[src/rtl/imm_materializer_if.sv]
// Request/instruction-stream bundle for imm_materializer.
// The slave modport is the encoder; the master modport is the producer/consumer side.
interface imm_materializer_if;
    logic        req_valid;
    logic        req_ready;
    logic [63:0] req_value;
    logic [4:0]  req_rd;
    logic        instr_valid;
    logic        instr_ready;
    logic [31:0] instr_word;
    logic [1:0]  instr_hw;
    logic        instr_last;

    modport slave (
        input  req_valid, req_value, req_rd, instr_ready,
        output req_ready, instr_valid, instr_word, instr_hw, instr_last
    );
    modport master (
        output req_valid, req_value, req_rd, instr_ready,
        input  req_ready, instr_valid, instr_word, instr_hw, instr_last
    );
endinterface

[src/rtl/imm_materializer.sv]
// Turns a 64-bit constant plus Rd into a MOVZ/MOVK instruction stream, one word per handshake.
// Output word is registered; the next pending halfword is precomputed so there are no bubbles.
module imm_materializer #(
    parameter bit SKIP_ZERO = 1'b1
) (
    input  logic              clk,
    input  logic              rst,
    imm_materializer_if.slave bus
);
    localparam logic [0:0] IDLE = 1'b0;
    localparam logic [0:0] EMIT = 1'b1;

    logic [0:0]  st;
    logic [63:0] value_q;
    logic [4:0]  rd_q;
    logic [3:0]  mask_q;   // halfwords still to emit, excluding the current one
    logic [31:0] word_q;
    logic [1:0]  hw_q;
    logic        last_q;

    logic [3:0]  nz;
    logic [1:0]  first_hw, next_hw;
    logic [3:0]  first_pend, next_pend;

    // {2'b11, opc bit, 6'b100101}: bit 29 distinguishes MOVK (1) from MOVZ (0)
    function automatic logic [31:0] enc(input logic movk, input logic [1:0] hw,
                                        input logic [63:0] v, input logic [4:0] rd);
        enc = {2'b11, movk, 6'b100101, hw, v[{hw, 4'b0000} +: 16], rd};
    endfunction

    function automatic logic [1:0] lowest(input logic [3:0] m);
        if (m[0])      lowest = 2'd0;
        else if (m[1]) lowest = 2'd1;
        else if (m[2]) lowest = 2'd2;
        else if (m[3]) lowest = 2'd3;
        else           lowest = 2'd0;
    endfunction

    for (genvar i = 0; i < 4; i++) begin : g_nz
        assign nz[i] = |bus.req_value[16*i +: 16];
    end

    // An all-zero value falls out naturally: lowest() gives hw0 and nothing stays pending.
    assign first_hw   = SKIP_ZERO ? lowest(nz) : 2'd0;
    assign first_pend = SKIP_ZERO ? (nz & ~(4'b0001 << first_hw)) : 4'b1110;
    assign next_hw    = lowest(mask_q);
    assign next_pend  = mask_q & ~(4'b0001 << next_hw);

    always_ff @(posedge clk or posedge rst) begin
        if (rst) begin
            st      <= IDLE;
            value_q <= '0;
            rd_q    <= '0;
            mask_q  <= '0;
            word_q  <= '0;
            hw_q    <= '0;
            last_q  <= 1'b0;
        end else begin
            case (st)
                IDLE: begin
                    if (bus.req_valid) begin
                        value_q <= bus.req_value;
                        rd_q    <= bus.req_rd;
                        mask_q  <= first_pend;
                        word_q  <= enc(1'b0, first_hw, bus.req_value, bus.req_rd);
                        hw_q    <= first_hw;
                        last_q  <= (first_pend == 4'b0000);
                        st      <= EMIT;
                    end
                end
                default: begin
                    if (bus.instr_ready) begin
                        if (last_q) begin
                            st     <= IDLE;
                            mask_q <= '0;
                            word_q <= '0;
                            hw_q   <= '0;
                            last_q <= 1'b0;
                        end else begin
                            mask_q <= next_pend;
                            word_q <= enc(1'b1, next_hw, value_q, rd_q);
                            hw_q   <= next_hw;
                            last_q <= (next_pend == 4'b0000);
                        end
                    end
                end
            endcase
        end
    end

    assign bus.req_ready   = (st == IDLE);
    assign bus.instr_valid = (st == EMIT);
    assign bus.instr_word  = word_q;
    assign bus.instr_hw    = hw_q;
    assign bus.instr_last  = last_q;
endmodule

[src/flat_wrapper.sv]
// flat-port wrapper written by rule: the top's interface ports become plain ports
module imm_materializer_flat 
#(
    parameter bit SKIP_ZERO = 1'b1
)
  (clk, rst, bus_req_valid, bus_req_value, bus_req_rd, bus_instr_ready, bus_req_ready, bus_instr_valid, bus_instr_word, bus_instr_hw, bus_instr_last);
  imm_materializer_if bus_i ();
  input  logic clk;
  input  logic rst;
  input wire logic [$bits(bus_i.req_valid)-1:0] bus_req_valid;
  input wire logic [$bits(bus_i.req_value)-1:0] bus_req_value;
  input wire logic [$bits(bus_i.req_rd)-1:0] bus_req_rd;
  input wire logic [$bits(bus_i.instr_ready)-1:0] bus_instr_ready;
  output wire logic [$bits(bus_i.req_ready)-1:0] bus_req_ready;
  output wire logic [$bits(bus_i.instr_valid)-1:0] bus_instr_valid;
  output wire logic [$bits(bus_i.instr_word)-1:0] bus_instr_word;
  output wire logic [$bits(bus_i.instr_hw)-1:0] bus_instr_hw;
  output wire logic [$bits(bus_i.instr_last)-1:0] bus_instr_last;
  assign bus_i.req_valid = bus_req_valid;
  assign bus_i.req_value = bus_req_value;
  assign bus_i.req_rd = bus_req_rd;
  assign bus_i.instr_ready = bus_instr_ready;
  assign bus_req_ready = bus_i.req_ready;
  assign bus_instr_valid = bus_i.instr_valid;
  assign bus_instr_word = bus_i.instr_word;
  assign bus_instr_hw = bus_i.instr_hw;
  assign bus_instr_last = bus_i.instr_last;
  imm_materializer #(.SKIP_ZERO(SKIP_ZERO)) u_core (.clk(clk), .rst(rst), .bus(bus_i));
endmodule
[config.mk]
export PLATFORM = sky130hd
export DESIGN_NAME = imm_materializer_flat
export DESIGN_NICKNAME = d
export VERILOG_FILES = /design/src/rtl/imm_materializer_if.sv /design/src/rtl/imm_materializer.sv /design/src/flat_wrapper.sv
export SDC_FILE = /design/constraint.sdc
export NUM_CORES = 1
export LEC_CHECK = 0
export BUFFER_PORTS_ARGS = -buffer_cell sky130_fd_sc_hd__buf_2
export CORE_UTILIZATION = 50
export CTS_BUF_LIST = sky130_fd_sc_hd__clkbuf_16
export CTS_CLUSTER_SIZE = 20
export DETAILED_ROUTE_END_ITERATION = 16
export HOLD_SLACK_MARGIN = 0.12
export PLACE_DENSITY = 0.74
export SLEW_MARGIN = 10
export SYNTH_ARGS = -nofsm -noshare
export SYNTH_HDL_FRONTEND = slang
export SYNTH_SLANG_ARGS = --single-unit
[constraint.sdc]
create_clock -name clk -period 10.2 [get_ports clk]
set_input_delay 2.04 -clock clk [delete_from_list [all_inputs] [get_ports clk]]
set_output_delay 2.04 -clock clk [all_outputs]
set_load 0.01 [all_outputs]
==> impl_metrics.env <==
export IMPL_status="complete, no violations"
export IMPL_min_to="u_core.value_q[41]"
export IMPL_grt_overflow=0
export IMPL_ys_flop_type="dfrtp_1"
export IMPL_fin_nets=731
export IMPL_drive_above_1_share_pct=22.2
export IMPL_final_design_area_no_fill_sq_um=5900
export IMPL_rsz0062_at_grt="false"
export IMPL_cts_buffers=9
export IMPL_postCtsSetupRepairBufs=0
export IMPL_netlist_area_sq_um=5080
export IMPL_placementRows=36
export IMPL_synth_top_family_by_area="simple AND/OR/NAND/NOR gates"
export IMPL_reg2reg_from="u_core.bus.instr_valid"
export IMPL_worst_pin_slew_ns=1.07
export IMPL_start_kind="primary input"
export IMPL_cp_arrival_ns=4.60
export IMPL_die_w_um=103
export IMPL_fin_tns_setup_ns=0
export IMPL_routed_wl_mm=15.5
export IMPL_clk_path_buf_depth=2
export IMPL_fill_cells=886
export IMPL_synth_fa_ha_area_share_pct=0
export IMPL_p_leak_nw=2.90
export IMPL_io_pin_count=110
export IMPL_path_class="primary input to flip-flop"
export IMPL_dp_hpwl_mm=10.3
export IMPL_cts_root_buf="clkbuf_16"
export IMPL_fp_dieArea_sq_um=10600
export IMPL_die_height_um=103
export IMPL_drv_cap=0
export IMPL_finalCritPeriodShare_pct=42.4
export IMPL_power_density_nw_per_um2=290
export IMPL_vias_per_cell=6.10
export IMPL_track_usage_pct=31.2
export IMPL_synth_compound_area_share_pct=20.8
export IMPL_synth_warnings=0
export IMPL_postLayoutCoreUtil_pct=60.1
export IMPL_min_delay_start="u_core.value_q[41]"
export IMPL_fp_coreArea_sq_um=9820
export IMPL_ys_seq_area_share_pct=49.2
export IMPL_clock_latency_ns=0.35
export IMPL_synth_seq_cells=100
export IMPL_yosys_area_share_simple_pct=23.1
export IMPL_start_util_pct=51.8
export IMPL_avgSynthCellArea_sq_um=8.78
export IMPL_grt_max_degree=93
export IMPL_yosysUniqueCellTypes=43
export IMPL_fmax_mhz=231
export IMPL_port_buffers=106
export IMPL_peakVddDrop_uv=120
export IMPL_place_area_sq_um=5590
export IMPL_synthCells=579
export IMPL_r2r_end="u_core.bus.instr_word[0]"
export IMPL_yosysTopAreaCellShare_pct=49.2
export IMPL_r2r_slack_ns=7.75
export IMPL_antenna_found_initial=1
export IMPL_grt_pass1_wl_mm=24.4
export IMPL_cts_hold_buffers=0
export IMPL_yosys_top_cells_area="dfrtp_1 49%, nand2_1 16%, o21ai_0 3.4%"
export IMPL_yosys_area_top_type="dfrtp_1"
export IMPL_reg2reg_depth=5
export IMPL_area_growth_pct=16.1
export IMPL_wl_per_cell_um=19.4
export IMPL_synthArstFlopShare_pct=100
export IMPL_power_mw=1.71
export IMPL_first_iter_violations=679
export IMPL_synth_edf_count=0
export IMPL_gp_congestion=0.994
export IMPL_ant_nets=0
export IMPL_cp_end_kind="flip-flop"
export IMPL_setup_viol=0
export IMPL_maxSlewViolCount=0
export IMPL_htree_levels=3
export IMPL_firstDrtPassIters=7
export IMPL_cts_resized=0
export IMPL_finClkSkew_ns=0.00960
export IMPL_layout_min_cycle_time_ns=4.32
export IMPL_vias=4860
export IMPL_synth_area_mux_share_pct=0
export IMPL_hold_violations=0
export IMPL_synth_xor_area_share_pct=0
export IMPL_clkSlewWorstSetupHoldPaths_ns=0.07
export IMPL_grt_pass1_vias=4540
export IMPL_remaining_drc_errors=0
export IMPL_clock_sinks=100
export IMPL_hold_depth=2
export IMPL_cts_tree="yes"
export IMPL_min_path_type="flip-flop to flip-flop"
export IMPL_slew_headroom_pct=28.7
export IMPL_crit_path_max_fanout=18
export IMPL_required_ns=10.48
-- cell families (layout without fill, tap and decap cells) --
logic type / Yosys count / count (layout)
other: 1 / 4
AO/OA/AOI/OAI: 130 / 130
flip-flops: 100 / 100
buffers and inverters: 67 / 149
AND/OR/NAND/NOR: 281 / 281
-- worst max-delay path, cell delays in order --
cell and delay (ns):
buf_2 0.13, nor4_1 0.57, and4_1 0.95, a2111oi_0 0.27, a2111oi_0 0.47, a221o_1 0.18
-- layout by cell type (no fill, tap or decap), drive strengths merged, types with 9 or more instances in the layout --
| master | instances |
|---|---|
| nand2 | 219 |
| buf | 113 |
| dfrtp | 100 |
| o21ai | 41 |
| a2111oi | 32 |
| nor2 | 29 |
| inv | 22 |
| a222oi | 16 |
| a221o | 16 |
| nor4 | 16 |
| a21oi | 13 |
| clkbuf | 9 |
-- routing by layer --
metal | GRT usage [%] | routed length (um)
met1 | 43.5 | 6240
met2 | 46.3 | 7080
met3 | 5.69 | 1440
met4 | 16.8 | 721
met5 | 0 | 0
-- registers in the layout (all words and copies together), names as in the netlist --
register	cells
u_core.value_q	64
u_core.bus.instr_last	1
u_core.mask_q	4
u_core.bus.instr_hw	1
u_core.bus.instr_word	24
u_core.rd_q	5
u_core.bus.instr_valid	1
-- per-stage QoR --
stage / worst slack [ns] / instances / hold slack [ns]
5_1_grt: 5.75 / 797 / 0.493
3_3_place_gp: 5.81 / 780 / 0.455
3_5_place_dp: 5.67 / 780 / 0.464
6_report: 5.88 / 797 / 0.480
4_1_cts: 6.02 / 796 / 0.480
2_1_floorplan: 5.54 / 581 / 0.445
-- power breakdown --
part,switching [mW],internal [mW],total [mW]
combinational,0.391,0.242,0.633
clock,0.146,0.212,0.358
sequential,0.139,0.580,0.720
-- layout make-up --
class	count	area, sq um	area share (%)
clock buffers	9	225	3.82
repair buffers	113	583	9.88
multi-input cells	414	2260	38.3
clock inverters	7	83.8	1.42
diodes	1	2.50	0.0424
well taps	133	166	2.82
flip-flops and latches	100	2500	42.4
inverters	20	77.6	1.31
-- how the worst max path moves through the flow --
stage	from	end	slack, ns
6_report	bus_req_value[34]	u_core.bus.instr_word[18]	5.88
3_3_place_gp	bus_req_value[34]	u_core.bus.instr_word[20]	5.81
5_1_grt	bus_req_value[34]	u_core.bus.instr_word[18]	5.75
4_1_cts	bus_req_value[34]	u_core.bus.instr_word[18]	6.02
3_5_place_dp	bus_req_value[34]	u_core.bus.instr_word[18]	5.67
2_1_floorplan	rst	u_core.bus.instr_hw[0]	5.54
-- cells in the mapped netlist (6+ instances only) --
library cell,instances
a222oi_1,16
o21ai_1,6
a2111oi_0,15
inv_1,20
nand2_1,219
a2111oi_2,8
a221o_1,16
nor4_1,12
a21oi_1,13
dfrtp_1,100
clkbuf_1,24
buf_4,9
nor2_1,29
a2111oi_1,7
o21ai_0,35
Power figures use the tool's default switching activity.
